File: src/rtl/rr_bus_arbiter8_pkg.sv
// rr_bus_arbiter8_pkg: shared sizes and FSM state encoding for the round-robin bus arbiter
package rr_bus_arbiter8_pkg;
    localparam int NUM_REQ = 8;
    localparam int DATA_W  = 16;
    localparam int ID_W    = 3;
    typedef enum logic {IDLE = 1'b0, BUSY = 1'b1} state_t;
endpackage

File: src/rtl/rr_bus_arbiter8_if.sv
// rr_bus_arbiter8_if: requester/sink handshake bundle between the requesters and the arbiter
interface rr_bus_arbiter8_if;
    import rr_bus_arbiter8_pkg::*;
    logic [NUM_REQ-1:0]        REQ;
    logic [NUM_REQ-1:0]        LOCK;
    logic [NUM_REQ*DATA_W-1:0] DIN;
    logic                      READY;
    logic [DATA_W-1:0]         OUT;
    logic                      OUT_VALID;
    logic [NUM_REQ-1:0]        GNT;
    logic [ID_W-1:0]           GNT_ID;
    modport slave  (input REQ, LOCK, DIN, READY, output OUT, OUT_VALID, GNT, GNT_ID);
    modport master (output REQ, LOCK, DIN, READY, input OUT, OUT_VALID, GNT, GNT_ID);
endinterface

File: src/rtl/MUX8WAY16.sv
// MUX8WAY16: 8-way 16-bit multiplexer selected by a 3-bit index
module MUX8WAY16 (
    input  logic [15:0] a,
    input  logic [15:0] b,
    input  logic [15:0] c,
    input  logic [15:0] d,
    input  logic [15:0] e,
    input  logic [15:0] f,
    input  logic [15:0] g,
    input  logic [15:0] h,
    input  logic [2:0]  sel,
    output logic [15:0] out
);
    assign out = sel[2] ? (sel[1] ? (sel[0] ? h : g) : (sel[0] ? f : e))
                        : (sel[1] ? (sel[0] ? d : c) : (sel[0] ? b : a));
endmodule

File: src/rtl/rr_bus_arbiter8_pick8.sv
// rr_pick8: combinational rotating-priority picker; first unmasked request at or after the pointer
module rr_pick8
    import rr_bus_arbiter8_pkg::*;
(
    input  logic [NUM_REQ-1:0] i_req,
    input  logic [NUM_REQ-1:0] i_excl,
    input  logic [ID_W-1:0]    i_ptr,
    output logic               o_any,
    output logic [ID_W-1:0]    o_winner
);
    logic [NUM_REQ-1:0] w_cand;
    logic [ID_W-1:0]    w_idx;
    assign w_cand = i_req & ~i_excl;
    assign o_any  = |w_cand;
    // scan farthest-to-nearest so the candidate closest to the pointer is the last one written
    always_comb begin
        o_winner = i_ptr;
        w_idx    = i_ptr;
        for (int k = NUM_REQ - 1; k >= 0; k--) begin
            w_idx = i_ptr + ID_W'(k);
            if (w_cand[w_idx]) o_winner = w_idx;
        end
    end
endmodule

File: src/rtl/rr_bus_arbiter8.sv
// rr_bus_arbiter8: round-robin arbiter sharing one 16-bit valid/ready bus among 8 requesters with bounded lock bursts
module rr_bus_arbiter8
    import rr_bus_arbiter8_pkg::*;
#(
    parameter int MAX_BURST = 4
)(
    input logic             clk,
    input logic             reset,
    rr_bus_arbiter8_if.slave bus
);
    localparam logic [3:0] LP_MAX = 4'(MAX_BURST);
    state_t              r_state;
    logic [ID_W-1:0]     r_ptr;
    logic [ID_W-1:0]     r_gnt_id;
    logic [3:0]          r_beats;
    logic                w_busy;
    logic                w_xfer;
    logic                w_keep;
    logic                w_rearb;
    logic                w_any;
    logic [ID_W-1:0]     w_winner;
    logic [ID_W-1:0]     w_next_ptr;
    logic [ID_W-1:0]     w_pick_ptr;
    logic [NUM_REQ-1:0]  w_gnt;
    logic [3:0]          w_beats_inc;
    logic [DATA_W-1:0]   w_mux;
    assign w_busy      = r_state == BUSY;
    assign w_gnt       = w_busy ? NUM_REQ'(1) << r_gnt_id : '0;
    assign w_next_ptr  = r_gnt_id + ID_W'(1);
    assign w_pick_ptr  = w_busy ? w_next_ptr : r_ptr;
    assign w_xfer      = w_busy & bus.READY;
    assign w_beats_inc = r_beats + 4'd1;
    assign w_keep      = bus.LOCK[r_gnt_id] & bus.REQ[r_gnt_id] & (w_beats_inc < LP_MAX);
    // release after a non-kept beat, or abort when the owner withdraws before transferring
    assign w_rearb     = w_busy & (w_xfer ? !w_keep : !bus.REQ[r_gnt_id]);
    // while busy the current owner is masked out so release hands over without a bubble
    rr_pick8 u_pick (
        .i_req    (bus.REQ),
        .i_excl   (w_gnt),
        .i_ptr    (w_pick_ptr),
        .o_any    (w_any),
        .o_winner (w_winner)
    );
    MUX8WAY16 u_mux (
        .a   (bus.DIN[0*DATA_W +: DATA_W]),
        .b   (bus.DIN[1*DATA_W +: DATA_W]),
        .c   (bus.DIN[2*DATA_W +: DATA_W]),
        .d   (bus.DIN[3*DATA_W +: DATA_W]),
        .e   (bus.DIN[4*DATA_W +: DATA_W]),
        .f   (bus.DIN[5*DATA_W +: DATA_W]),
        .g   (bus.DIN[6*DATA_W +: DATA_W]),
        .h   (bus.DIN[7*DATA_W +: DATA_W]),
        .sel (r_gnt_id),
        .out (w_mux)
    );
    // grant FSM: arbitrate from idle, extend a locked burst, or rotate on release/abort
    always_ff @(posedge clk) begin
        if (reset) begin
            r_state  <= IDLE;
            r_ptr    <= '0;
            r_gnt_id <= '0;
            r_beats  <= '0;
        end else if (w_xfer && w_keep) begin
            r_beats <= w_beats_inc;
        end else if (!w_busy || w_rearb) begin
            if (w_busy) r_ptr <= w_next_ptr;
            if (w_any) r_gnt_id <= w_winner;
            r_state <= w_any ? BUSY : IDLE;
            r_beats <= '0;
        end
    end
    assign bus.OUT_VALID = w_busy;
    assign bus.GNT       = w_gnt;
    assign bus.GNT_ID    = r_gnt_id;
    assign bus.OUT       = w_busy ? w_mux : '0;
endmodule

File: src/flat_wrapper.sv
// flat-port wrapper written by rule: the top's interface ports become plain ports
module rr_bus_arbiter8_flat import rr_bus_arbiter8_pkg::*;
#(
    parameter int MAX_BURST = 4
)
  (clk, reset, bus_REQ, bus_LOCK, bus_DIN, bus_READY, bus_OUT, bus_OUT_VALID, bus_GNT, bus_GNT_ID);
  rr_bus_arbiter8_if bus_i ();
  input logic clk;
  input logic reset;
  input wire logic [$bits(bus_i.REQ)-1:0] bus_REQ;
  input wire logic [$bits(bus_i.LOCK)-1:0] bus_LOCK;
  input wire logic [$bits(bus_i.DIN)-1:0] bus_DIN;
  input wire logic [$bits(bus_i.READY)-1:0] bus_READY;
  output wire logic [$bits(bus_i.OUT)-1:0] bus_OUT;
  output wire logic [$bits(bus_i.OUT_VALID)-1:0] bus_OUT_VALID;
  output wire logic [$bits(bus_i.GNT)-1:0] bus_GNT;
  output wire logic [$bits(bus_i.GNT_ID)-1:0] bus_GNT_ID;
  assign bus_i.REQ = bus_REQ;
  assign bus_i.LOCK = bus_LOCK;
  assign bus_i.DIN = bus_DIN;
  assign bus_i.READY = bus_READY;
  assign bus_OUT = bus_i.OUT;
  assign bus_OUT_VALID = bus_i.OUT_VALID;
  assign bus_GNT = bus_i.GNT;
  assign bus_GNT_ID = bus_i.GNT_ID;
  rr_bus_arbiter8 #(.MAX_BURST(MAX_BURST)) u_core (.clk(clk), .reset(reset), .bus(bus_i));
endmodule
File: config.mk
export PLATFORM = sky130hd
export DESIGN_NAME = rr_bus_arbiter8_flat
export DESIGN_NICKNAME = d
export VERILOG_FILES = /design/src/rtl/rr_bus_arbiter8_pkg.sv /design/src/rtl/rr_bus_arbiter8_if.sv /design/src/rtl/MUX8WAY16.sv /design/src/rtl/rr_bus_arbiter8_pick8.sv /design/src/rtl/rr_bus_arbiter8.sv /design/src/flat_wrapper.sv
export SDC_FILE = /design/constraint.sdc
export NUM_CORES = 1
export LEC_CHECK = 0
export BUFFER_PORTS_ARGS = -buffer_cell sky130_fd_sc_hd__buf_2
export CAP_MARGIN = 20
export CORE_MARGIN = 4
export CORE_UTILIZATION = 44
export DETAILED_ROUTE_END_ITERATION = 16
export MAX_ROUTING_LAYER = met4
export PLACE_DENSITY = 0.93
export SYNTH_ARGS = -nofsm -noshare
export SYNTH_HDL_FRONTEND = slang
export SYNTH_SLANG_ARGS = --single-unit
File: constraint.sdc
create_clock -name clk -period 6.2 [get_ports clk]
set_input_delay 0.93 -clock clk [delete_from_list [all_inputs] [get_ports clk]]
set_output_delay 0.93 -clock clk [all_outputs]
set_load 0.02 [all_outputs]
==> summary.md <==
| Metric | Value |
|---|---|
| Status | finished clean |
| Post-synthesis area per instance | 8.56 um^2 |
| Max Slew Vio Count | 0 |
| Max-slew headroom | 52.9% |
| Worst EP arrival | 3.86 ns |
| Yosys reg bits | 11 |
| Combinational Power Share | 87.5% |
| Power share of the sequential group | 7.1% |
| Sw power | 0.712 mW |
| Dominant cell by count in the synthesized netlist | nand2_1 |
| Max-cap violations | 0 |
| Crit-path leading delay family | multiplexers |
| CP cell instances | inv_1 > ha_1 > mux2i_2 > inv_2 > ha_1 > inv_1 > mux4_2 > nand2b_1 > a31oi_1 > o31a_1 > a31oi_1 > o32ai_1 |
| Vias in the first global route | 3648 |
| GP Congestion | 0.974 |
| Synth Flop Type | dfxtp_1 |
| Number of detailed-route iterations in the first pass | 5 |
| CP Max Fanout | 14 |
| Reg2Reg Setup Slack | 2.44 ns |
| Worst path max stage delay | 0.54 ns |
| Area Growth Syn to Fin | 36.8% |
| Width of the die | 85.4 um |
| Power Total | 1.35 mW |
| Hold Fails Final Rpt | 0 |
| Syn nets | 463 |
| Synth warn | 0 |
| Post-Syn Instances | 308 |
| H-tree depth | 1 |
| Worst path bufs/invs | 3 |
| Clock latency on the worst-skew pair | 0.24 ns |
| Clock Skew | 0.00680 ns |
| DR iter-0 viols | 276 |
| Yosys top cell area share | 34.2% |
| TNS Setup | 0 ns |
| Layout cells sized above 1 | 49.4% |
| GRT Util Overall | 31.5% |
| Dpl hpwl | 9190 um |
| Worst setup SP type | flop |
| Post-cts resize count | 0 |
| Reg2reg path depth | 12 |
| Top Ports | 175 |
| Reg clk slew, reported paths | 0.05 ns |
| Clock Root Buffer | clkbuf_8 |
| Number of enable flip-flop cells after synthesis | 0 |
| Die Ht | 85.4 um |
| Clock network fraction of total power | 5.4% |
| Initial antenna violation count | 0 |
| Leak pwr | 1.69 nW |
| Pwr/cell area | 375 nW/um^2 |
| Sw Share | 52.7% |
| Kind of critical path | flop to flop |
| Total CTS buffers | 3 |
| # rows | 27 |
| Clock Path Buffers | 2 |
| Sequential-to-total area share from yosys stat | 8.36% |
| Hold_sp | u_core.r_beats[3]$_SDFFE_PP0P_ |
| DRC | 0 |
| Dpl ws | 2.57 ns |
| Pin count of the biggest net entering global routing | 43 |
| Async SR Flop Fraction | 0% |
| Hold Path Cell Cnt | 1 |
| Via Count | 3402 |
| Cell taking the most area after synthesis | mux4_2 |
| RSZ-0062 raised after global routing | false |
| First-pass GRT wire length | 17800 um |
| Internal | 0.638 mW |
| CORE AREA | 5640 um^2 |
| Drt via density | 6.25 |
| Hold Path Class | flop to flop |
| Final Net Count | 628 |
| Synthesized area | 2640 um^2 |
| Total die area | 7290 um^2 |
| WP data required | 6.31 ns |
| Total grt overflow | 0 |
| Worst IR Drop VDD | 0.271 mV |
| Antenna cell count | 0 |
| # setup viols final | 0 |
| # port buffers | 174 |
| Leading cell types by count after synthesis | 52 x nand2_1, 40 x mux4_2, 19 x a21boi_0, 19 x nor2_1, 15 x a21oi_1 |
| Netlist cell types | 54 |
| Worst Max-Slew Pin Slew | 0.706 ns |
| Final worst slack | 2.44 ns |
| Setup bufs post-CTS | 0 |
| Hold Path Sink | u_core.r_beats[3]$_SDFFE_PP0P_ |
| CTS tree | done |
| Crit path time final | 3.76 ns |
| Final ANT Viol Nets | 0 |
| Hold_buf cts | 0 |
| R2r startpoint | u_core.bus.GNT_ID[0]$_SDFFE_PP0P_ |
| Fin crit share | 60.6% |
| Starting Density | 46.7% |
| Drt wl/cell | 20.5 um |
| CTS Sinks | 11 |
| Endpoint class of the critical path | flop |
| Slowest CP cell | mux2i_2 |
| Top achievable clock speed | 266 MHz |
| Routed WL | 11200 um |
| Synth area leaders | mux4_2 34%, dfxtp_1 8.4%, nand2_1 7.4% |
| Worst R2R End | u_core.bus.GNT_ID[2]$_SDFFE_PP0P_ |
-- power groups by stage --
| stage | clock network, mW | logic [mW] | registers, mW |
|---|---|---|---|
| floorplan | 0 | 0.855 | 0.112 |
| global placement | 0 | 1.15 | 0.0957 |
| detailed placement | 0 | 1.16 | 0.0964 |
| CTS | 0.0725 | 1.17 | 0.0956 |
| global route | 0.0783 | 1.29 | 0.0969 |
| finish | 0.0726 | 1.18 | 0.0958 |
-- layout make-up --
cell class / count / area [um^2]
Multi-Input combinational cell: 263 / 2280
Fill cell: 494 / 2040
Timing Repair Buffer: 179 / 908
Sequential cell: 11 / 223
Tap cell: 72 / 90.1
Inverter: 15 / 56.3
Clock buffer: 3 / 41.3
Clock inverter: 1 / 5.00
-- state kept, by name (all words and copies together), names as in the netlist --
signal / flops
u_core.r_beats: 4
u_core.bus.GNT_ID: 3
u_core.r_ptr: 3
u_core.bus.OUT_VALID: 1
-- cells by family after synthesis --
group	share of synthesized area [%]
flops	8.36
compound gates	23.7
buf+inv	5.13
fa+ha+maj	3.80
mux	37.1
xor+xnor	1.66
simple gates	20.3
-- per-layer routing --
layer,vias up,part of all wire [%],GRT usage [%]
met1,1617,37,37.1
met2,223,49,51.5
met5,-,0,-
met3,42,10,7.86
met4,0,3.7,12.1
li1,1520,-,-
-- how the worst max path moves through the flow --
stage                                                  from                                 to  slack (ns)  depth (start not counted)
after floorplan           u_core.bus.GNT_ID[0]$_SDFFE_PP0P_  u_core.bus.GNT_ID[1]$_SDFFE_PP0P_        1.77                         14
after global placement    u_core.bus.GNT_ID[0]$_SDFFE_PP0P_  u_core.bus.GNT_ID[2]$_SDFFE_PP0P_        2.54                         12
after detailed placement  u_core.bus.GNT_ID[0]$_SDFFE_PP0P_  u_core.bus.GNT_ID[2]$_SDFFE_PP0P_        2.57                         12
after CTS                 u_core.bus.GNT_ID[0]$_SDFFE_PP0P_  u_core.bus.GNT_ID[2]$_SDFFE_PP0P_        2.55                         12
after global routing      u_core.bus.GNT_ID[0]$_SDFFE_PP0P_  u_core.bus.GNT_ID[2]$_SDFFE_PP0P_        2.36                         12
final                     u_core.bus.GNT_ID[0]$_SDFFE_PP0P_  u_core.bus.GNT_ID[2]$_SDFFE_PP0P_        2.44                         12
-- stage by stage --
stage / std cells / util [%] / hold slack [ns] / area [um^2]
floorplan: 308 / - / 0.445 / 2640
global placement: 540 / 63.1 / 0.461 / 3560
detailed placement: 540 / 63.1 / 0.482 / 3560
CTS: 544 / 63.9 / 0.492 / 3600
global route: 544 / 63.9 / 0.510 / 3600
finish: 544 / 63.9 / 0.493 / 3600
-- placed cells by master (no fill, tap or decap), types with 3 or more instances in the layout --
master / synthesis / layout
nand2b_1: 6 / 6
ha_1: 8 / 8
a21o_1: 4 / 4
a221o_1: 3 / 3
a22oi_1: 3 / 3
a22o_1: 3 / 3
o211ai_1: 6 / 6
inv_1: 13 / 13
xnor2_1: 5 / 5
nor3_1: 3 / 3
mux2i_1: 4 / 4
nand3_1: 9 / 9
a211oi_1: 6 / 6
nor2b_1: 3 / 3
a21oi_1: 15 / 15
clkbuf_8: 0 / 3
nor2_1: 19 / 19
buf_4: 1 / 5
buf_2: 3 / 174
and2_1: 12 / 12
dfxtp_1: 11 / 9
a21boi_0: 19 / 19
o21ai_0: 10 / 10
nand2_1: 52 / 52
mux4_2: 40 / 40
(Power assumes the default switching activity.)
